$ cat src/rtl/wb_stage.sv
// wb_stage: MEM/WB pipeline register with load alignment and write-back source select.
// Ports:
//   clk, rst                 clock, synchronous active-high reset
//   stall, flush             hold WB contents / load a bubble (flush wins)
//   mem_*                    retiring instruction fields from MEM
//   dm_rdata                 raw data-memory word for the instruction in WB
//   wb_valid                 WB register holds a real instruction
//   wb_en, rd_index, wb_data register-file write port (wb_data also feeds EX forwarding)
//   instret_count            retired-instruction count
// Optional feature: define WB_INSTRET_EN to build the retire counter; otherwise instret_count is 0.
module wb_stage #(
    parameter int XLEN  = 32,
    parameter int CNT_W = 64
) (
    input  logic             clk,
    input  logic             rst,
    input  logic             stall,
    input  logic             flush,
    input  logic             mem_valid,
    input  logic             mem_reg_write,
    input  logic [4:0]       mem_rd_index,
    input  logic [1:0]       mem_wb_sel,
    input  logic [2:0]       mem_funct3,
    input  logic [XLEN-1:0]  mem_alu_result,
    input  logic [XLEN-1:0]  mem_pc_plus4,
    input  logic [XLEN-1:0]  mem_imm,
    input  logic [XLEN-1:0]  dm_rdata,
    output logic             wb_valid,
    output logic             wb_en,
    output logic [4:0]       rd_index,
    output logic [XLEN-1:0]  wb_data,
    output logic [CNT_W-1:0] instret_count
);
    logic            reg_write_q;
    logic [1:0]      sel_q;
    logic [2:0]      f3_q;
    logic [XLEN-1:0] alu_q;
    logic [XLEN-1:0] pc4_q;
    logic [XLEN-1:0] imm_q;
    logic [XLEN-1:0] shifted;
    logic [7:0]      byte_v;
    logic [15:0]     half_v;
    logic [XLEN-1:0] load_v;
    logic            retire;

    // Flush only clears the valid bit; the remaining fields are masked through wb_valid.
    always_ff @(posedge clk) begin
        if (rst) begin
            wb_valid    <= 1'b0;
            reg_write_q <= 1'b0;
            rd_index    <= '0;
            sel_q       <= '0;
            f3_q        <= '0;
            alu_q       <= '0;
            pc4_q       <= '0;
            imm_q       <= '0;
        end else if (flush) begin
            wb_valid <= 1'b0;
        end else if (!stall) begin
            wb_valid    <= mem_valid;
            reg_write_q <= mem_reg_write;
            rd_index    <= mem_rd_index;
            sel_q       <= mem_wb_sel;
            f3_q        <= mem_funct3;
            alu_q       <= mem_alu_result;
            pc4_q       <= mem_pc_plus4;
            imm_q       <= mem_imm;
        end
    end

    // Halfword select uses only off[1]; off[0] is ignored for LH/LHU.
    always_comb begin
        shifted = dm_rdata >> {alu_q[1:0], 3'b000};
        byte_v  = shifted[7:0];
        half_v  = alu_q[1] ? dm_rdata[31:16] : dm_rdata[15:0];
        load_v  = (f3_q == 3'b000) ? {{24{byte_v[7]}}, byte_v} :
                  (f3_q == 3'b100) ? {24'b0, byte_v} :
                  (f3_q == 3'b001) ? {{16{half_v[15]}}, half_v} :
                  (f3_q == 3'b101) ? {16'b0, half_v} : dm_rdata;
        wb_data = (sel_q == 2'b00) ? alu_q :
                  (sel_q == 2'b01) ? load_v :
                  (sel_q == 2'b10) ? pc4_q : imm_q;
    end

    assign retire = wb_valid & ~stall;
    assign wb_en  = retire & reg_write_q & (rd_index != 5'd0);

`ifdef WB_INSTRET_EN
    logic [CNT_W-1:0] cnt_q;

    always_ff @(posedge clk) begin
        if (rst)
            cnt_q <= '0;
        else if (retire)
            cnt_q <= cnt_q + 1'b1;
    end

    assign instret_count = cnt_q;
`else
    assign instret_count = '0;
`endif
endmodule

$ cat config.mk
export PLATFORM = sky130hd
export DESIGN_NAME = wb_stage
export DESIGN_NICKNAME = d
export VERILOG_FILES = /design/src/rtl/wb_stage.sv
export SDC_FILE = /design/constraint.sdc
export NUM_CORES = 1
export LEC_CHECK = 0
export CAP_MARGIN = 20
export CORE_MARGIN = 5
export CORE_UTILIZATION = 46
export CTS_CLUSTER_SIZE = 30
export DETAILED_ROUTE_END_ITERATION = 16
export PLACE_DENSITY_LB_ADDON = 0.12
export SLEW_MARGIN = 20
export SYNTH_ARGS = -nofsm -noshare
export SYNTH_HDL_FRONTEND = slang
export SYNTH_SLANG_ARGS = --single-unit
$ cat constraint.sdc
create_clock -name clk -period 3.4 [get_ports clk]
set_input_delay 0.51 -clock clk [delete_from_list [all_inputs] [get_ports clk]]
set_output_delay 0.51 -clock clk [all_outputs]
set_load 0.1 [all_outputs]
==> flow_metrics.tcl <==
set metrics [dict create \
    track_usage_pct 25.0 \
    numCtsBuffers 9 \
    yosys.area.top_type "dfxtp_1" \
    ff2ff_setup_slack_ps 2190 \
    setup_viol 0 \
    ys_types 39 \
    firstDrtPassIters 4 \
    layout-drive-gt1-share_pct 8.92 \
    clock_path_buffers 2 \
    die-width_um 122 \
    clkTransAtPathRegs_ps 70 \
    grt_pass1_wl_um 29100 \
    hold_path_class "flop to flop" \
    syn_inst 785 \
    portBuffers 182 \
    holdWs_ps 455 \
    multiInputGateArea_um2 3110 \
    postCtsSetupRepairBufs 0 \
    io_pins 247 \
    status "finished clean" \
    rows 41 \
    cts_tree "yes" \
    die_h_um 122 \
    finalMaxSlewViolations 0 \
    syn2layout_area_growth_pct 39.4 \
    crit_required_ps 2890 \
    max_freq_mhz 322 \
    holdBufCountCts 0 \
    tightestPinTransition_ps 984 \
    post_drt_wl_per_cell_um 17.4 \
    rsz0062_at_grt "false" \
    clock_skew_ps 0 \
    coreArea_um2 12500 \
    utilization_pct 64.5 \
    vias 5829 \
    power_leakage_uw 0.00309 \
    via_per_inst 5.28 \
    drt_iter0_drc 572 \
    power_density_nw_per_um2 458 \
    cp_max_fo 17 \
    finalCriticalPeriod_ps 3110 \
    cp-end-kind "output port" \
    synth_top_area_share_pct 37.5 \
    initial_core_util_pct 46.3 \
    ys_seq_elements 108 \
    drv_cap 0 \
    start_kind "flop" \
    hold_viol 0 \
    gr-usage-met3_pct 6.73 \
    gp_congestion 0.876 \
    ys_warn_count 0 \
    yosysSeqAreaShare_pct 37.5 \
    async_reset_ff_share_pct 0 \
    arrival_ps 2600 \
    postPlaceCellArea_um2 7760 \
    drc 0 \
    syn_area_per_cell_um2 7.35 \
    cts_resized 0 \
    drt-total-wl_um 19100 \
    top_usage_layer "met2" \
    regArea_um2 2160 \
    grt_overflow 0 \
    clock-sinks 108 \
    ys.flop_type "dfxtp_1" \
    synth-edff-count 0 \
    min_period_over_period_pct 91.5 \
    yosys-top-cells-area "dfxtp_1, nand2_1, a21oi_1" \
    nets 1073 \
    insertion_delay_ps 350 \
    final_antenna_net_count 0 \
    antenna_found_initial 0 \
    num_antenna_cells 0 \
    grt_max_degree 109 \
    die_area_um2 14900 \
    relSlewSlack_pct 34.2 \
    grt_use_met2_pct 41.2 \
    met1_usage_pct 30.7 \
    dpl.hpwl_um 14000 \
    critPathKind "flop to output port" \
    grt_pass1_vias 5711 \
    htree_levels 3 \
    irDropWorstVdd_mv 0.278 \
    syn_area_um2 5770 \
    nFillCells 1072 \
    design_area_um2 8040 \
    cts_root_buf "clkbuf_16" \
]
## cell usage after synthesis (2+ instances only)
master,number
a221o_1,7
o22ai_1,6
nor3_1,9
nor2_1,54
o21ai_2,3
o21ai_0,16
nand2_1,228
o221ai_1,7
a221oi_1,11
a31oi_1,2
inv_1,3
a22oi_1,15
mux2_2,9
a22o_1,20
a21oi_1,119
dfxtp_1,108
buf_2,11
buf_6,2
mux4_2,2
nor2b_1,12
mux2i_1,14
buf_1,7
clkbuf_1,40
buf_4,65
## layout by cell type (no fill, tap or decap), types with 2 or more instances in the layout
| cell type | count |
|---|---|
| a221o_1 | 7 |
| nor2b_1 | 12 |
| a22oi_1 | 15 |
| clkbuf_16 | 9 |
| a221oi_2 | 2 |
| o22ai_1 | 6 |
| buf_12 | 33 |
| mux2_2 | 9 |
| dfxtp_1 | 106 |
| conb_1 | 64 |
| nand2_1 | 228 |
| inv_1 | 3 |
| dfxtp_2 | 2 |
| a21oi_1 | 119 |
| o221ai_1 | 7 |
| mux2i_1 | 14 |
| mux4_2 | 2 |
| nor2_1 | 53 |
| nor3_1 | 8 |
| a22o_1 | 20 |
| clkdlybuf4s50_1 | 148 |
| buf_4 | 14 |
| a221oi_1 | 9 |
| a31oi_1 | 2 |
| o21ai_2 | 3 |
| o21ai_0 | 16 |
## sequential cells by signal, summed over array words and instances, names as in the netlist
signal       flops
sel_q            2
rd_index         5
reg_write_q      1
wb_valid         1
pc4_q           32
f3_q             3
imm_q           32
alu_q           32
## power by group
part / switching, uW / total [uW] / internal (uW)
combinational: 880 / 1290 / 406
sequential: 39.9 / 1360 / 1320
clock: 453 / 1030 / 580
## kinds of logic (layout without fill, tap and decap cells)
kind of cell / after synthesis / in the layout / share of synthesized area, %
DFF: 108 / 108 / 37.5
other: 1 / 64 / 0.0650
buffers and inverters: 130 / 213 / 13.2
muxes: 26 / 26 / 5.16
and+or+nand+nor: 308 / 308 / 21.1
AOI/OAI and AO/OA: 212 / 212 / 23.0
## per-layer routing
metal	routed length [um]	vias to the layer above	part of all wire, %
met1	7770	2698	41
met2	8960	272	47
li1	-	2820	-
met4	605	0	3.2
met5	0	-	0
met3	1820	39	9.5
## worst max-delay path, stage by stage, from the launching register on
cell	delay, ps
dfxtp_1	670
or2b_1	430
mux2i_1	180
o22a_1	230
mux4_2	480
buf_4	250
## through the flow
stage	setup TNS, ps	instances	setup WS [ps]	total power [uW]
after CTS	0	1103	322	3700
after global routing	0	1103	175	3810
after floorplan	-1230	848	-413	2300
final	0	1103	290	3680
after global placement	0	1090	434	2660
after detailed placement	0	1090	433	2670
## layout make-up
class,count,area share (%)
multi-input combinational,610,38.7
timing repair buffer,196,28.1
sequential,108,26.9
clock buffer,11,3.02
tap,172,2.68
clock inverter,2,0.467
inverter,4,0.187
## path summary, 6_finish.rpt
path / startpoint / to / cells after the start
min reg2reg: alu_q[13] / alu_q[13] / 2
max: f3_q[0] / wb_data[1] / 5
min: alu_q[13] / alu_q[13] / 2
max reg2reg: sel_q[0] / sel_q[0] / 3
Note: power is estimated with default switching activity, not from simulation.
==> variant 1, RTL diff (config.mk and constraints unchanged) <==
Change the parameter `CNT_W` from 64 to 72.
--- a/src/rtl/wb_stage.sv
+++ b/src/rtl/wb_stage.sv
@@ -10,7 +10,7 @@
 // Optional feature: define WB_INSTRET_EN to build the retire counter; otherwise instret_count is 0.
 module wb_stage #(
     parameter int XLEN  = 32,
-    parameter int CNT_W = 64
+    parameter int CNT_W = 72
 ) (
     input  logic             clk,
     input  logic             rst,
Interface: changed (resized instret_count); port bits go from 247 to 255. The function was not compared with the original's and may differ.
==> variant 1 against the original RTL <==
- power down 1.4%
- sequential cell count unchanged
- area after synthesis up 1.0%
- routed wire length down 2.0%
- worst setup slack worse by 0.14 ns
- via count unchanged
- non-clock buffer count down 4
- final area down 0.26%
- critical endpoint is now wb_data[12]
==> variant 1: results (changes against the original RTL) <==
placement:
  routabilityCongestion: 0.9166  # +4.6%
  dp.cells: 1094  # +0.37%
  pre_cts_ws_ns: 0.1958  # -0.2370 ns
  dpl.hpwl_um: 13810  # -1.6%
status:
  status: "finished clean"
sta:
  worst_slew_pin_slew_ns: 0.9829  # -0.001094 ns
  hold_ws_ns: 0.4548  # -0.0003770 ns
  fin_crit_ns: 3.249  # +0.1390 ns
final_layout:
  drive_gt1_frac: 0.08538  # -0.003773
  nFillCells: 1120  # +4.5%
  antenna_cells: 0  # unchanged
clocking:
  htree_num_levels: 3  # unchanged
setup_path:
  worstPathArrival_ns: 2.74  # +0.14 ns
  path_delay_family: "buffers and inverters"
  slowest_delay_ns: 0.56  # -0.11 ns
  path_max_fanout: 14  # -3
  r2r_setup_slack_ns: 1.92  # -0.27 ns
  crit_slowest_cell: "mux4_2"
synthesis:
  synthTopCellsByArea: "dfxtp_1, nand2_1, a21oi_1"
  synth.yosys.seq_area_share: 0.3708  # -0.003859
  syn_inst: 793  # +1.0%
  synth_common_cells: "nand2_1, a21oi_1, dfxtp_1, buf_4, nor2_1"
  synth_ff_type: "dfxtp_1"
  synth.distinct_cells: 39  # unchanged
routing:
  viasPerCell: 5.256  # -0.54%
  drt_iter0_markers: 568  # -0.70%
  wl_per_cell_um: 16.92  # -2.5%
  drtPass1Iterations: 6  # +2
  vias: 5829  # unchanged
power:
  peakVddDrop_mv: 0.2639  # -5.0%
  internal_power_mw: 2.221  # -3.8%
  leakagePower_nw: 3.086  # about the same
global_routing:
  grt.total_usage: 0.2435  # -0.006685
  grt_pass1_wl_um: 28550  # -1.8%
  grt_pass1_vias: 5543  # -2.9%
==> variant 1: cell type report <==
type                            instances  area, um^2  share of cell area
Clock buffer                           11       232.7             0.02901
Clock inverter                          4       26.28            0.003275
Inverter                                4       15.01            0.001871
Multi-Input combinational cell        618        3141              0.3915
Sequential cell                       108        2165              0.2698
Tap cell                              172       215.2             0.02682
Timing Repair Buffer                  192        2228              0.2778
==> variant 1: cells by family (layout without fill, tap and decap cells) <==
group | Yosys count | after routing | share of synthesized area
other | 1 | 72 | 0.0006432
DFF | 108 | 108 | 0.3708
and+or+nand+nor | 308 | 308 | 0.2084
muxes | 26 | 26 | 0.05107
AOI/OAI and AO/OA | 212 | 212 | 0.2281
buffers and inverters | 138 | 211 | 0.1410
==> variant 1: worst paths after layout <==
path / startpoint / endpoint / cells after the start
worst max-delay path: dm_rdata[23] / wb_data[12] / 6
worst min-delay path: pc4_q[0] / pc4_q[0] / 2
worst max register to register: sel_q[0] / sel_q[0] / 3
worst min register to register: pc4_q[0] / pc4_q[0] / 2
==> variant 1: power groups by stage <==
stage	sequential [mW]	clock [mW]	combinational (mW)
after floorplan	1.40	0	0.945
after detailed placement	1.40	0	1.31
final	1.37	0.948	1.31
after global routing	1.38	1.02	1.37
after CTS	1.37	0.967	1.31
after global placement	1.39	0	1.30
==> variant 1: metal layers <==
layer | track usage | vias up | share of wire
li1 | - | 2822 | -
met1 | 0.3117 | 2683 | 0.40
met2 | 0.3909 | 278 | 0.47
met3 | 0.06820 | 46 | 0.095
met4 | 0.09167 | 0 | 0.034
met5 | 0 | - | 0
==> variant 1: worst register-to-register path: stages, from the launching register on <==
cell and delay (ns):
dfxtp_2 0.71, buf_4 0.45, nand2_1 0.09, a21oi_1 0.15
==> variant 2, RTL diff (same settings) <==
Without the edit above. Build with the macro `WB_INSTRET_EN` defined.
--- a/src/rtl/wb_stage.sv
+++ b/src/rtl/wb_stage.sv
@@ -8,6 +8,8 @@
 //   wb_en, rd_index, wb_data register-file write port (wb_data also feeds EX forwarding)
 //   instret_count            retired-instruction count
 // Optional feature: define WB_INSTRET_EN to build the retire counter; otherwise instret_count is 0.
+`define WB_INSTRET_EN
+
 module wb_stage #(
     parameter int XLEN  = 32,
     parameter int CNT_W = 64
Check against the original RTL: not equivalent (a bounded check fails within 4 cycles, from zero or initial values and one cycle with rst high).
==> variant 2 against the original RTL <==
- core utilization is 2.0 points higher
- routed wire length is 40% higher
- final area rose by 48%
- non-clock buffer count is 70 higher
- power grew 39%
- sequential cell count up 64
- area after synthesis increased by 44%
- sequential power grew 55%
- worst hold slack worse by 0.0034 ns
- via count increased by 41%
- worst setup slack worse by 0.12 ns
==> variant 2: results (changes against the original RTL) <==
status:
  status: "finished clean"
global_routing:
  antenna_found_initial: 4  # +4
  grt_pass1_wl_um: 41390  # +42%
  grt_start_max_net_pins: 102  # -6.4%
  grt_pass1_vias: 7804  # +37%
  grt.total_usage: 0.2490  # -0.001185
clocking:
  cts_setup_buffers: 0  # unchanged
  htree_num_levels: 4  # +1
  cts-buffers-inserted: 17  # +8
  insertion_delay_ns: 0.43  # +0.08 ns
synthesis:
  synth.yosys.seq_area_share: 0.4135  # +0.03879
  synth_common_cells: "nand2_1, dfxtp_1, a21oi_1, clkbuf_1, nor2_1"
  synth.distinct_cells: 53  # +36%
  async_flop_share: 0  # unchanged
  synthTopCellsByArea: "dfxtp_1, nand2_1, a21oi_1"
power:
  leakagePower_nw: 4.276  # +38%
  peakVddDrop_mv: 0.3708  # +34%
  internal_power_mw: 3.663  # +59%
routing:
  wl_per_cell_um: 18.01  # +3.8%
  drtPass1Iterations: 6  # +2
  drt_iter0_markers: 572  # unchanged
  final_antenna_net_count: 0  # unchanged
  vias: 8220  # +41%
sta:
  fmaxAchievable_mhz: 309.8  # -3.7%
  skew_ns: 0.007257  # +0.007257 ns
  slew_headroom: 0.3303  # -0.01167
final_layout:
  fin_nets: 1388  # +29%
  drive_gt1_frac: 0.1107  # +0.02152
setup_path:
  path_max_fanout: 15  # -2
  reg2reg_depth: 5  # +2
  slowest_delay_ns: 0.53  # -0.14 ns
  r2r_setup_slack_ns: 0.90  # -1.29 ns
  crit_slowest_cell: "mux4_2"
  reg2reg_from: "instret_count[5]"
  worstPathArrival_ns: 2.72  # +0.12 ns
  endpoint: "wb_data[4]"
  worstReg2RegEnd: "instret_count[63]"
  path_delay_family: "multiplexers"
min_path:
  hp-class: "flop to flop"
  holdCritStartpoint: "alu_q[7]"
placement:
  routabilityCongestion: 0.8619  # -1.6%
  dpl.hpwl_um: 19380  # +38%
  pre_cts_ws_ns: 0.2118  # -0.2210 ns
  portBuffers: 246  # +35%
variant 2: power groups by stage:
stage	sequential, mW	combinational [mW]	clock (mW)
after floorplan	2.17	0.568	0
after global placement	2.15	1.04	0
after detailed placement	2.16	1.04	0
after CTS	2.11	1.05	2.00
after global routing	2.12	1.09	2.09
final	2.11	1.04	1.97
variant 2: worst min-delay path: stages, from the launching register on:
cell and delay [ns]:
dfxtp_1 0.30, nand2_1 0.05, a21oi_1 0.05
variant 2: layout make-up:
class | count | area, um^2
Tap cell | 229 | 286.5
Inverter | 9 | 33.78
Fill cell | 1525 | 5992
Clock buffer | 22 | 484.2
Sequential cell | 172 | 3446
Timing Repair Buffer | 266 | 2943
Clock inverter | 10 | 112.6
Antenna cell | 1 | 2.502
Multi-Input combinational cell | 777 | 4602
variant 2: worst min-delay path by stage:
stage                     to  slack, ns  cells after the start
floorplan           alu_q[7]       0.43                      2
global placement    alu_q[7]       0.44                      2
detailed placement  alu_q[7]       0.44                      2
CTS                 alu_q[7]       0.45                      2
global route        alu_q[9]       0.47                      2
finish              alu_q[7]       0.45                      2
variant 2: kinds of logic (layout without fill, tap and decap cells):
family / Yosys count / in the layout / synth area share
compound gates: 201 / 201 / 0.1373
xor+xnor: 41 / 41 / 0.04312
buf+inv: 79 / 307 / 0.03891
mux: 59 / 59 / 0.09225
other cells: 0 / 1 / 0
fa+ha+maj: 1 / 1 / 0.001502
flops: 172 / 172 / 0.4135
simple gates: 475 / 475 / 0.2734
variant 2: per-layer routing:
| metal | global-route usage | part of all wire | wire length, um | vias to the layer above |
|---|---|---|---|---|
| met5 | 0 | 0.0013 | 34 | - |
| met4 | 0.1026 | 0.033 | 872 | 6 |
| met3 | 0.05357 | 0.083 | 2232 | 65 |
| met2 | 0.3945 | 0.46 | 12370 | 304 |
| met1 | 0.3305 | 0.42 | 11250 | 3795 |
| li1 | - | - | - | 4050 |
variant 2: stage by stage:
step | area (um^2) | hold WS, ns | instances | utilization
after floorplan | 8359 | 0.4318 | 1028 | -
after global placement | 11310 | 0.4392 | 1453 | 0.6318
after detailed placement | 11310 | 0.4436 | 1453 | 0.6318
after CTS | 11910 | 0.4519 | 1485 | 0.6652
after global routing | 11910 | 0.4676 | 1486 | 0.6653
final | 11910 | 0.4517 | 1486 | 0.6653
